File: src/rtl/md5_pad_pkg.sv
// Shared MD5 padder constants, block geometry and FSM encodings.
// Included by md5_pad and md5_len_field through import md5_pad_pkg::*.
package md5_pad_pkg;

    localparam int MD5_BLK_W    = 512;
    localparam int MD5_LEN_W    = 64;
    localparam int MD5_LEN_LANE = 56;
    localparam logic [7:0] MD5_PAD_BYTE = 8'h80;

    typedef logic [1:0] state_t;

    localparam logic [1:0] ST_ACCUM = 2'd0;
    localparam logic [1:0] ST_EMIT  = 2'd1;
    localparam logic [1:0] ST_DRAIN = 2'd2;

endpackage

File: src/rtl/md5_len_field.sv
// Combinational: 6-bit message byte count -> 64-bit bit-length field, laid out
// so that mesg lane 56 (bits [63:56]) carries the least-significant byte.
module md5_len_field
    import md5_pad_pkg::*;
(
    input  logic [5:0]           len_bytes_i,
    output logic [MD5_LEN_W-1:0] len_field_o
);

    logic [MD5_LEN_W-1:0] bit_len;

    always_comb begin
        bit_len     = {55'd0, len_bytes_i, 3'd0};
        len_field_o = '0;
        for (int i = 0; i < 8; i++) begin
            len_field_o[MD5_LEN_W-1-8*i -: 8] = bit_len[8*i +: 8];
        end
    end

endmodule

File: src/rtl/md5_pad.sv
// md5_pad: collects a 1..MAX_LEN byte message and emits one MD5-padded 512-bit block.
// Optional macro MD5_PAD_STATS_EN adds saturating blk_count/drop_count outputs.
module md5_pad
    import md5_pad_pkg::*;
#(
    parameter int MAX_LEN = 55
) (
    input  logic                 clk,
    input  logic                 reset,
    input  logic                 en,
    input  logic [7:0]           byte_in,
    input  logic                 byte_valid,
    input  logic                 byte_last,
    output logic                 byte_ready,
    output logic [MD5_BLK_W-1:0] mesg,
    output logic                 valid_out,
`ifdef MD5_PAD_STATS_EN
    output logic                 err_out,
    output logic [15:0]          blk_count,
    output logic [15:0]          drop_count
`else
    output logic                 err_out
`endif
);

    localparam logic [5:0] MAX_CNT = 6'(MAX_LEN);

    state_t               state_q, state_d;
    logic [5:0]           count_q, count_d;
    logic [MD5_BLK_W-1:0] buf_q, buf_d;
    logic [MD5_BLK_W-1:0] mesg_q, mesg_d;
    logic                 valid_q, valid_d;
    logic                 err_q, err_d;

    logic                 accept;
    logic                 room;
    logic [MD5_LEN_W-1:0] len_field;
    logic [MD5_BLK_W-1:0] buf_wr;
    logic [MD5_BLK_W-1:0] blk_w;

    assign byte_ready = en && (state_q != ST_EMIT);
    assign accept     = byte_valid && byte_ready;
    assign room       = (count_q < MAX_CNT);

    md5_len_field u_len_field (
        .len_bytes_i (count_q + 6'd1),
        .len_field_o (len_field)
    );

    // Buffer lanes above count are always zero, so only the data, pad and length lanes need patching.
    always_comb begin
        buf_wr = buf_q;
        blk_w  = buf_q;
        for (int i = 0; i < MD5_LEN_LANE; i++) begin
            if (i == int'(count_q)) begin
                buf_wr[MD5_BLK_W-1-8*i -: 8] = byte_in;
                blk_w[MD5_BLK_W-1-8*i -: 8]  = byte_in;
            end
            if (i == int'(count_q) + 1) begin
                blk_w[MD5_BLK_W-1-8*i -: 8] = MD5_PAD_BYTE;
            end
        end
        blk_w[MD5_LEN_W-1:0] = len_field;
    end

    always_comb begin
        state_d = state_q;
        count_d = count_q;
        buf_d   = buf_q;
        mesg_d  = mesg_q;
        valid_d = valid_q;
        err_d   = err_q;
        // With en low every register, including the output pulses, simply holds.
        if (en) begin
            valid_d = 1'b0;
            err_d   = 1'b0;
            case (state_q)
                ST_ACCUM: begin
                    if (accept) begin
                        if (room && byte_last) begin
                            mesg_d  = blk_w;
                            valid_d = 1'b1;
                            state_d = ST_EMIT;
                            count_d = '0;
                            buf_d   = '0;
                        end else if (room) begin
                            buf_d   = buf_wr;
                            count_d = count_q + 6'd1;
                        end else if (byte_last) begin
                            err_d   = 1'b1;
                            count_d = '0;
                            buf_d   = '0;
                        end else begin
                            state_d = ST_DRAIN;
                        end
                    end
                end
                ST_EMIT: begin
                    state_d = ST_ACCUM;
                end
                ST_DRAIN: begin
                    if (accept && byte_last) begin
                        err_d   = 1'b1;
                        count_d = '0;
                        buf_d   = '0;
                        state_d = ST_ACCUM;
                    end
                end
                default: begin
                    state_d = ST_ACCUM;
                    count_d = '0;
                    buf_d   = '0;
                end
            endcase
        end
    end

    always_ff @(posedge clk) begin
        if (reset) begin
            state_q <= ST_ACCUM;
            count_q <= '0;
            buf_q   <= '0;
            mesg_q  <= '0;
            valid_q <= 1'b0;
            err_q   <= 1'b0;
        end else begin
            state_q <= state_d;
            count_q <= count_d;
            buf_q   <= buf_d;
            mesg_q  <= mesg_d;
            valid_q <= valid_d;
            err_q   <= err_d;
        end
    end

    assign mesg      = mesg_q;
    assign valid_out = valid_q;
    assign err_out   = err_q;

`ifdef MD5_PAD_STATS_EN
    logic [15:0] blk_cnt_q;
    logic [15:0] drop_cnt_q;

    // Count pulse events, not cycles: a pulse stretched by en low is still one block.
    always_ff @(posedge clk) begin
        if (reset) begin
            blk_cnt_q  <= '0;
            drop_cnt_q <= '0;
        end else if (en) begin
            if (valid_d && (blk_cnt_q != 16'hFFFF)) begin
                blk_cnt_q <= blk_cnt_q + 16'd1;
            end
            if (err_d && (drop_cnt_q != 16'hFFFF)) begin
                drop_cnt_q <= drop_cnt_q + 16'd1;
            end
        end
    end

    assign blk_count  = blk_cnt_q;
    assign drop_count = drop_cnt_q;
`endif

endmodule

File: config.mk
export PLATFORM = sky130hd
export DESIGN_NAME = md5_pad
export DESIGN_NICKNAME = d
export VERILOG_FILES = /design/src/rtl/md5_pad_pkg.sv /design/src/rtl/md5_len_field.sv /design/src/rtl/md5_pad.sv
export SDC_FILE = /design/constraint.sdc
export NUM_CORES = 2
export LEC_CHECK = 0
export BUFFER_PORTS_ARGS = -buffer_cell sky130_fd_sc_hd__buf_2
export CAP_MARGIN = 30
export CORE_ASPECT_RATIO = 1.2
export CORE_UTILIZATION = 30
export DETAILED_ROUTE_END_ITERATION = 8
export PLACE_DENSITY = 0.5
export SLEW_MARGIN = 20
export SYNTH_ARGS = -nofsm -noshare
export SYNTH_HDL_FRONTEND = slang
export SYNTH_HIERARCHICAL = 1
export SYNTH_SLANG_ARGS = --single-unit
export TNS_END_PERCENT = 50
File: constraint.sdc
create_clock -name clk -period 3.4 [get_ports clk]
set_input_delay 0.17 -clock clk [delete_from_list [all_inputs] [get_ports clk]]
set_output_delay 0.17 -clock clk [all_outputs]
set_load 0.005 [all_outputs]
## Word level (Yosys, flattened, before mapping)

Index checks and enable logic that the tools add are counted.

- Muxes and demuxes: 139
- Add/subtract/negate cells: 2
- Reduce and logical (&&, ||, !) cells: 10
- Bitwise logic cells: 1
- Equality and inequality tests: 118
- Order comparisons: 1

Operators with widths:

| operator | count |
|---|---|
| 2-to-1 mux 512 bit | 5 |
| one-hot mux 512 bit (3 select lines) | 1 |
| 2-to-1 mux 8 bit | 112 |
| == test 7 x 32 -> 1 bit, first input constant | 23 |
| == test 6 x 32 -> 1 bit, first input constant | 16 |
| == test 5 x 32 -> 1 bit, first input constant | 8 |
| == test 6 bit, first input constant | 32 |
| == test 4 x 32 -> 1 bit, first input constant | 4 |
| == test 5 x 6 -> 1 bit, first input constant | 16 |
| == test 3 x 32 -> 1 bit, first input constant | 2 |
| == test 2 x 32 -> 1 bit, first input constant | 1 |
| logical NOT 32 bit | 1 |
| 2-to-1 mux 6 bit | 5 |
| == test 4 x 6 -> 1 bit, first input constant | 4 |
| one-hot mux 6 bit (3 select lines) | 1 |
| == test 3 x 6 -> 1 bit, first input constant | 2 |
| 2-to-1 mux 2 bit | 5 |
| AND reduction 5 bit | 2 |
| 2-to-1 mux 1 bit | 8 |
| adder 6 x 1 -> 7 bit, second input constant | 1 |
| == test 6 x 7 -> 1 bit, first input constant | 1 |
| adder 6 x 1 -> 6 bit, second input constant | 1 |
| == test 2 x 6 -> 1 bit, first input constant | 1 |
| logical NOT 6 bit | 1 |
| other kinds (13) | 18 |

- Logic and storage cells: 277
- Flip-flop bits (word level): 912
- Input port bits: 13

## Logic depth before layout (Yosys ltp)

- Word-level depth: 6
- Gate-level depth with buffers: 11
- Mapped depth without buffers: 7

## By module

The synthesis kept the hierarchy.

Modules (own cells, without submodules):

| module | cells an instance | seq. area each (µm²) | area each (µm²) | instances |
|---|---|---|---|---|
| md5_pad | 3630 | 19418.6 | 37244.5 | 1 |
| md5_len_field | 65 | 0.0 | 484.2 | 1 |

## Worst setup path before layout

OpenSTA, ideal clock, no wires.

- Path kind: register to register
- Start point: reg count_q[0]
- End point: reg buf_q[415]
- Cell stages (with the launch flop): 9
- Path slack: 1117 ps
- Required time: 3283 ps
- Clock period less this slack: 2283 ps
- Data arrival time: 2166 ps
- Cells stage by stage: dfxtp_1 clkbuf_1 inv_1 ha_1 buf_2 nand3_1 nor2_2 mux2_2 a22o_1

- Word-level cells in the longest chain between the ends: 6
- Elaborated cells on any way between the ends: 10
- Classes of those cells: 1 x order compare; 2 x eq/ne; 5 x mux; 2 x reduce/logical

RTL lines:

| what | RTL line | text |
|---|---|---|
| start, declared | md5_pad.sv:29 | `logic [5:0] count_q, count_d;` |
| start signal, assigned | md5_pad.sv:128 | `count_q <= count_d;` |
| branches (longest 6 deep; another with < comparator 6 bit) | -- |  |
| end signal, assigned | md5_pad.sv:129 | `buf_q <= buf_d;` |
| end, declared | md5_pad.sv:30 | `logic [MD5_BLK_W-1:0] buf_q, buf_d;` |

Parallel ways; which one is timed is not known. The select of a mux whose other input is x is not followed.
A chain may end at the register's enable or synchronous reset.

## Final worst setup path

- Start point: reg count_q[2]
- End point: reg buf_q[161]

- Word-level cells in the longest chain between the ends: 6
- Elaborated cells on any way between the ends: 10
- Classes of those cells: 1 x order compare; 2 x eq/ne; 5 x mux; 2 x reduce/logical

RTL lines:

| what |
|---|
| branches (longest 6 deep; another with < comparator 6 bit) |

Parallel ways; which one is timed is not known. The select of a mux whose other input is x is not followed.

==> impl_metrics.py <==
metrics = {
    "grt": {
        "use_met3": 0.0589,
        "grt_pass1_vias": 28600,
        "grtUsageMet1": 0.286,
        "grt_max_degree": 148,
        "grt_usage": 0.217,
        "antenna_found_initial": 1,
        "globalRoute.totalOverflow": 0,
        "grt_first_pass_wirelength_um": 205000,
        "busiest_layer": "met2",
        "met2_usage": 0.343,
    },
    "synth": {
        "syn_area_mm2": 0.0377,
        "ys_warn_count": 6,
        "synthDominantCellAreaShare": 0.515,
        "netlist_top_cells_area": "dfxtp_1 (51%), mux2i_1 (12%), o2bb2ai_1 (9.9%)",
        "synth.most_common_cell": "dfxtp_1",
        "synthFlopType": "dfxtp_1",
        "ys_types": 68,
        "syn_area_per_cell_um2": 10.2,
        "post-synth-top-area-cell": "dfxtp_1",
        "syn-instance-count": 3695,
        "async_flop_share": 0,
        "synth-seq-area-share": 0.515,
        "synth_common_cells": "dfxtp_1 (970), nand2_1 (463), mux2i_1 (446)",
        "synth-edff-count": 0,
        "ys_ff_latch": 970,
    },
    "status": {
        "status": "complete, no violations",
    },
    "floorplanning": {
        "io_pins": 528,
        "die_h_um": 390,
        "die_area_mm2": 0.127,
        "num_rows": 142,
        "start_util": 0.302,
        "die_w_um": 326,
        "core_region_area_mm2": 0.125,
    },
    "setup_path": {
        "crit_arrival_ps": 3520,
        "cp-start-kind": "flip-flop",
        "crit_path_max_fanout": 129,
        "cp_slowest_stage_delay_ps": 720,
        "cp_slowest_cell": "dfxtp_1",
        "crit_type": "reg2reg",
        "crit_buf_inv": 1,
        "endpoint_kind": "flip-flop",
        "cp_top_family": "simple AND/OR/NAND/NOR gates",
        "cp.required_ps": 4050,
        "path_cells": "a21oi_1 > nor3_2 > nor3_1 > nor2_4 > buf_12 > o2bb2ai_1",
    },
    "clock_network": {
        "cts_root_buf": "clkbuf_16",
        "cts_tree": "yes",
        "htree_levels": 3,
        "clk_pin_slew_ps": 60,
        "cts_max_path_buffers": 3,
        "clock_sinks": 970,
        "clk_latency_ps": 750,
        "cts_buffers": 105,
    },
    "route": {
        "routed_wl_um": 143000,
        "firstDrtPassIters": 5,
        "drt_first_iter_violations": 2035,
        "avgViaCountPerCell": 5.09,
        "ant_nets": 0,
        "drc_errors": 0,
        "vias": 29900,
        "drt-wirelength-per-cell_um": 24.3,
    },
    "placed_design": {
        "portBuffers": 527,
        "placed_area_mm2": 0.0420,
        "post-dp-hpwl_um": 94200,
        "gp_congestion": 0.833,
    },
    "timing": {
        "timing.final.crit_period_ps": 2870,
        "setup_viol": 0,
        "skew_ps": 40.8,
        "rsz0062_at_grt": "no",
        "maxSlewViolCount": 0,
        "timing.setup.tns_ps": 0,
        "worstMarginPinSlew_ps": 963,
        "hold_violations": 0,
        "relSlewSlack": 0.354,
        "fmax_ghz": 0.348,
        "finalCritPeriodShare": 0.845,
    },
    "layout": {
        "regArea_mm2": 0.0194,
        "design_area_mm2": 0.0455,
        "drive_above_1_share": 0.222,
        "synthToLayoutAreaGrowth_pct": 20.6,
        "multi_input_area_mm2": 0.0166,
        "nets": 4155,
        "fill_cells": 12600,
    },
    "pwr": {
        "vdd_ir_drop_max_mv": 0.388,
        "cellLeakagePower_uw": 0.0175,
        "cellPowerDensity_mw_per_mm2": 533,
    },
    "min_path": {
        "min_path_type": "in2reg",
    },
    "job": {
        "drv_cap": 0,
    },
}
==> path summary, 6_finish.rpt <==
check | endpoint | start | slack (ps) | depth (start not counted)
hold / removal | mesg[499] | byte_in[3] | 150 | 3
setup / recovery | buf_q[161] | count_q[2] | 530 | 6
hold reg to reg | mesg[300] | mesg[300] | 440 | 2
setup reg to reg | buf_q[161] | count_q[2] | 530 | 6
==> layer usage <==
layer	part of all wire	routed length [µm]
met2	0.45	64600
met1	0.45	64400
met3	0.069	9910
met4	0.028	4020
met5	0.000091	13
==> logic make-up after synthesis <==
logic type | after synthesis | synth area share
AOI/OAI and AO/OA | 1102 | 0.220
DFF | 970 | 0.515
and+or+nand+nor | 770 | 0.0908
muxes | 452 | 0.120
buffers and inverters | 391 | 0.0517
adders and majority gates | 6 | 0.00199
xor gates and xnor gates | 3 | 0.000697
other | 1 | 0.0000994
==> power breakdown <==
part | internal, µW | switching [µW] | leakage, µW
registers | 11400 | 36.5 | 0.00782
logic | 256 | 863 | 0.00798
clock network | 6690 | 4980 | 0.00169
total | 18400 | 5880 | 0.0175
==> sequential cells by signal, indices dropped and copies added (netlist names) <==
name,count
state_q,2
buf_q,448
err_out,1
valid_out,1
mesg,512
count_q,6
==> worst register-to-register path: stages, from the launching register on <==
cell,delay [ps]
dfxtp_1,720
a21oi_1,240
nor3_2,300
nor3_1,140
nor2_4,460
buf_12,520
o2bb2ai_1,410
==> per-stage QoR <==
step,cells,total power (µW),hold slack (ps),util,worst slack (ps)
2_1_floorplan,3752,12400,411,-,1120
3_3_place_gp,5679,12800,431,0.336,612
3_5_place_dp,5679,12800,439,0.336,567
4_1_cts,5868,24500,85.5,0.365,535
5_1_grt,5869,25100,129,0.365,414
6_report,5871,24200,147,0.365,528
==> layout by cell type (no fill, tap or decap), types with 17 or more instances in the layout <==
master and n:
a21oi_1 81, a2bb2oi_1 100, a31oi_1 43, a32o_1 28, buf_12 17, buf_2 518
buf_4 112, clkbuf_1 25, clkbuf_16 105, clkbuf_8 21, conb_1 58, dfxtp_1 970
mux2i_1 446, nand2_1 461, nand3_1 34, nor2_1 149, nor2_2 22, o21ai_0 224
o21ai_1 51, o21ai_2 20, o2bb2ai_1 426, o32ai_1 58
==> layout make-up <==
type,count,share of cell area
clock inverters,33,0.0101
repair buffers,653,0.0843
multi-input cells,2391,0.366
well taps,1656,0.0455
flip-flops and latches,970,0.427
inverters,15,0.00135
diodes,2,0.000110
clock buffers,151,0.0662
==> repair_timing <==
action,CTS,global route
gates resized for setup,0,0
endpoints found under the hold margin,37,0
hold buffers,5,0
buffers inserted,0,0
No activity file was read; power rests on OpenSTA's default activity.
